File: config.mk
export PLATFORM = sky130hd
export DESIGN_NAME = uart_tx
export DESIGN_NICKNAME = d
export VERILOG_FILES = /design/src/rtl/uart_pkg.sv /design/src/rtl/uart_tx_baud_tick.sv /design/src/rtl/uart_tx.sv
export SDC_FILE = /design/constraint.sdc
export NUM_CORES = 1
export LEC_CHECK = 0
export CAP_MARGIN = 25
export CORE_AREA = 2 2 60 62
export DETAILED_ROUTE_END_ITERATION = 10
export DIE_AREA = 0 0 62 64
export GPL_TIMING_DRIVEN = 0
export PLACE_DENSITY_LB_ADDON = 0.3
export SLEW_MARGIN = 20
export SYNTH_ARGS = -nofsm -noshare
export SYNTH_HDL_FRONTEND = slang
export SYNTH_SLANG_ARGS = --single-unit
File: constraint.sdc
create_clock -name clk -period 3.3 [get_ports clk]
set_input_delay 0.495 -clock clk [delete_from_list [all_inputs] [get_ports clk]]
set_output_delay 0.495 -clock clk [all_outputs]
set_load 0.01 [all_outputs]
File: src/rtl/uart_pkg.sv
// uart_pkg -- definitions shared by the UART transmitter and receiver.
//   uart_state_t     : frame state encoding (IDLE, START, DATA, STOP)
//   DEFAULT_CLK_FREQ : default system clock frequency in Hz
//   DEFAULT_BAUD     : default line baud rate
//   DATA_BITS        : payload bits per frame (8N1)
//   calc_div()       : clock cycles per bit for a given clock/baud pair
package uart_pkg;

   typedef enum logic [1:0] {
      S_IDLE  = 2'd0,
      S_START = 2'd1,
      S_DATA  = 2'd2,
      S_STOP  = 2'd3
   } uart_state_t;

   localparam int DEFAULT_CLK_FREQ = 100_000_000;
   localparam int DEFAULT_BAUD     = 9600;
   localparam int DATA_BITS        = 8;

   // Integer truncation is intended: the bit period is rounded down.
   function automatic int calc_div(input int clk_freq, input int baud);
      return clk_freq / baud;
   endfunction

endpackage

File: src/rtl/uart_tx_baud_tick.sv
// baud_tick -- bit-period counter for the UART transmitter.
//   clk      : system clock, rising edge
//   rst      : synchronous active-low reset
//   clr      : synchronous clear, holds the count at 0 while high
//   tick     : high while the count is DIV-1 (last cycle of a bit)
//   pre_tick : high while the count is DIV-2 (one cycle before tick), lets
//              the parent register an output that must be high on the last cycle
// DIV must be at least 2.
module baud_tick #(
   parameter int DIV = 16
) (
   input  logic clk,
   input  logic rst,
   input  logic clr,
   output logic tick,
   output logic pre_tick
);

   localparam int CNT_W = $clog2(DIV);
   localparam logic [CNT_W-1:0] CNT_LAST = CNT_W'(DIV - 1);
   localparam logic [CNT_W-1:0] CNT_PRE  = CNT_W'(DIV - 2);

   logic [CNT_W-1:0] cnt_reg;

   always_ff @(posedge clk) begin
      if (!rst) begin
         cnt_reg <= '0;
      end else if (clr || cnt_reg == CNT_LAST) begin
         cnt_reg <= '0;
      end else begin
         cnt_reg <= cnt_reg + 1'b1;
      end
   end

   assign tick     = (cnt_reg == CNT_LAST);
   assign pre_tick = (cnt_reg == CNT_PRE);

endmodule

File: src/rtl/uart_tx.sv
// uart_tx -- byte-serial UART transmitter, 8N1, LSB first.
//   clk   : system clock, rising edge
//   rst   : synchronous active-low reset
//   valid : upstream offers the byte on data
//   data  : byte to send, sampled only on accept (valid & ready)
//   ready : registered, high while idle and able to accept
//   tx    : registered serial line, idles high
//   done  : registered one-cycle pulse on the last cycle of the stop bit
// Every output register is loaded with the value the line must show during
// the coming cycle, so tx falls in the cycle right after the accepting edge.
module uart_tx
   import uart_pkg::*;
#(
   parameter int CLK_FREQ = DEFAULT_CLK_FREQ,
   parameter int BAUD     = DEFAULT_BAUD
) (
   input  logic       clk,
   input  logic       rst,
   input  logic       valid,
   input  logic [7:0] data,
   output logic       ready,
   output logic       tx,
   output logic       done
);

   // Derived only; overriding it separately from CLK_FREQ/BAUD is not allowed.
   localparam int DIV = calc_div(CLK_FREQ, BAUD);
   localparam logic [2:0] BIT_LAST = 3'(DATA_BITS - 1);

   uart_state_t          state_reg;
   logic [DATA_BITS-1:0] shift_reg;
   logic [DATA_BITS-1:0] shift_next;
   logic [2:0]           bit_cnt_reg;
   logic                 tx_reg;
   logic                 ready_reg;
   logic                 done_reg;
   logic                 tick;
   logic                 pre_tick;
   logic                 accept;

   // ready_reg is only ever high in IDLE, so it alone qualifies an accept.
   assign accept = valid && ready_reg;

   // Bit counter is idle-cleared, so it starts from 0 on every accept.
   baud_tick #(
      .DIV (DIV)
   ) u_baud_tick (
      .clk      (clk),
      .rst      (rst),
      .clr      (state_reg == S_IDLE),
      .tick     (tick),
      .pre_tick (pre_tick)
   );

   // Right shift, filling with the idle level.
   genvar gi;
   generate
      for (gi = 0; gi < DATA_BITS; gi++) begin : g_shift
         if (gi == DATA_BITS - 1) begin : g_top
            assign shift_next[gi] = 1'b1;
         end else begin : g_mid
            assign shift_next[gi] = shift_reg[gi+1];
         end
      end
   endgenerate

   always_ff @(posedge clk) begin
      if (!rst) begin
         state_reg   <= S_IDLE;
         shift_reg   <= '0;
         bit_cnt_reg <= '0;
         tx_reg      <= 1'b1;
         ready_reg   <= 1'b0;
         done_reg    <= 1'b0;
      end else begin
         done_reg <= 1'b0;
         case (state_reg)
            S_IDLE: begin
               tx_reg <= 1'b1;
               if (accept) begin
                  shift_reg   <= data;
                  bit_cnt_reg <= '0;
                  state_reg   <= S_START;
                  tx_reg      <= 1'b0;
                  ready_reg   <= 1'b0;
               end else begin
                  ready_reg <= 1'b1;
               end
            end
            S_START: begin
               if (tick) begin
                  state_reg <= S_DATA;
                  tx_reg    <= shift_reg[0];
               end
            end
            S_DATA: begin
               if (tick) begin
                  shift_reg   <= shift_next;
                  bit_cnt_reg <= bit_cnt_reg + 1'b1;
                  if (bit_cnt_reg == BIT_LAST) begin
                     state_reg <= S_STOP;
                     tx_reg    <= 1'b1;
                  end else begin
                     tx_reg <= shift_next[0];
                  end
               end
            end
            S_STOP: begin
               // Loaded one cycle early so done coincides with count DIV-1.
               done_reg <= pre_tick;
               if (tick) begin
                  state_reg <= S_IDLE;
                  ready_reg <= 1'b1;
               end
            end
            default: begin
               state_reg <= S_IDLE;
            end
         endcase
      end
   end

   assign ready = ready_reg;
   assign tx    = tx_reg;
   assign done  = done_reg;

endmodule

==> reports/metrics.cfg <==
[worst_setup_path]
cp_data_arrival_time_ns = 2.92
start_kind = flip-flop
end_kind = flip-flop
crit_type = reg -> reg
cp_data_required_time_ns = 3.53
critPathMaxFanout = 10
reg2reg_depth = 8

[synthesis]
synth_cells = 210
ys.flop_type = dfxtp_1
synth_area_sq_mm = 0.00174
synth_warnings = 0
syn_nets = 230
synth_top_area_share_pct = 34.6
synth_seq_area_share_pct = 34.6
ys_seq_elements = 30
avgSynthCellArea_sq_um = 8.26
ys_types = 42
ys_async_sr_fraction_pct = 0
yosys.area.top_type = dfxtp_1
synth_area_leaders = dfxtp_1 35%, ha_1 6.5%, nor2_1 6.5%
synth_edf_count = 0

[floorplanning]
die_height_microns = 64
io_pins = 14
dieArea_sq_mm = 0.00397
num_rows = 21
core_sq_mm = 0.00328
die_w_microns = 62
initial_core_util_pct = 52.8

[layout]
final_cells = 277
n_antenna_cell = 0
layout_common_cells = 30 x nor2_1, 30 x dfxtp_1, 15 x nand3_1, 15 x nand4_1, 13 x clkdlybuf4s50_1
largest_reg_flops = 14
fin_nets = 250
drive_above_1_share_pct = 5.19
seqCellArea_sq_um = 601
syn2layout_area_growth_pct = 14.3
multi_input_area_sq_mm = 0.00105
fillerInstances = 321
fin_util_pct = 60.4

[placed_design]
dpl_worst_slack_ns = 0.452
dp.cells = 269
gp_congestion = 0.762
hpwl_mm = 2.75
io_buffers = 13

[sta]
hold_viol = 0
final.min_clock_period_ns = 2.69
skew_ns = 0.0182
setup_ws_ns = 0.615
tns_ns = 0
period_share_pct = 81.4
tightestPinTransition_ns = 0.773
maxSlewHeadroom_pct = 48.0
max_freq_mhz = 372
rsz0062_at_grt = false
report.final.slew_viol_count = 0
finalSetupViolations = 0
fin_hold_ws_ns = 0.507

[drt]
drcViolationCount = 0
ant_nets = 0
initialDrtViolationCount = 120
dr.pass1.iters = 4
vias_per_cell = 5.86
routed_wl_mm = 3.92
wl_per_cell_microns = 14.1
vias = 1622

[global_route]
grt_max_degree = 11
grt_usage_pct = 22.0
grt_pass1_wl_mm = 6.69
grt_pass1_vias = 1495
antenna_found_initial = 0
grt_overflow = 0

[clocking]
holdBufCountCts = 0
cts.sinks = 30
cts_setup_buffers = 0
cts.path.max_buffers = 2
h-tree-depth = 2
cts_tree = yes
insertion_delay_ns = 0.33
numCtsBuffers = 5
ctsResizeCount = 0
cts_root_buf = clkbuf_4
clkTransAtPathRegs_ns = 0.11

[run]
max_cap_viol_count = 0

[worst_hold_path]
hold_path.class = reg -> reg
min_path_cells = 2

[power_and_ir_drop]
ir_drop_v = 0.000295
power.density_mw_per_mm2 = 657
p_leak_uw = 0.000690

[status]
status = complete, no violations

cell usage after synthesis (all sizes together), types with 7 or more instances:
master / number
xor2: 8
nand4: 15
inv: 9
or4: 11
nor2: 30
nand3: 15
dfxtp: 30
a32oi: 7
clkbuf: 11
ha: 9
nand2: 9
mux2i: 8
worst paths after layout:
check,startpoint,to,slack (ns)
max,state_reg[0],shift_reg[5],0.61
min,shift_reg[6],shift_reg[6],0.51
max reg2reg,state_reg[0],shift_reg[5],0.61
min reg2reg,shift_reg[6],shift_reg[6],0.51
routing by layer:
metal / GRT usage [%] / part of all wire, % / routed length (microns)
met4: 5.59 / 1.0 / 41
met3: 5.47 / 6.1 / 239
met1: 30.8 / 47 / 1840
met2: 33.5 / 46 / 1790
met5: 0 / 0 / 0
area by class of cell:
class / instances / area share, %
inverters: 9 / 1.70
repair buffers: 13 / 6.56
clock inverters: 1 / 0.252
well taps: 46 / 2.90
plain buffers: 13 / 2.59
flip-flops and latches: 30 / 30.3
multi-input cells: 158 / 52.9
clock buffers: 7 / 2.78
critical path, stage by stage (launching register included):
cell and delay, ns:
dfxtp_1 0.34, inv_1 0.13, ha_1 0.28, a21boi_0 0.66, clkbuf_1 0.43, clkbuf_1 0.38
nor2_1 0.10, a32oi_1 0.17, nand3_1 0.09
logic make-up after synthesis:
| kind of cell | share of synthesized area (%) |
|---|---|
| XOR/XNOR | 6.06 |
| adder cells (fa/ha/maj) | 6.49 |
| buffers and inverters | 4.90 |
| AND/OR/NAND/NOR | 30.6 |
| flip-flops | 34.6 |
| multiplexers | 4.61 |
| AO/OA/AOI/OAI | 12.7 |
report_power, final:
part | internal, uW | switching [uW] | total, uW
combinational | 223 | 356 | 578
clock | 103 | 134 | 237
sequential | 430 | 59.1 | 489
total | 755 | 548 | 1300
metrics by stage:
stage | instance area [sq um] | total power (uW)
2_1_floorplan | 1740 | 904
3_3_place_gp | 1920 | 1060
3_5_place_dp | 1920 | 1070
4_1_cts | 1980 | 1300
5_1_grt | 1980 | 1400
6_report | 1980 | 1300
Power figures use the tool's default switching activity.
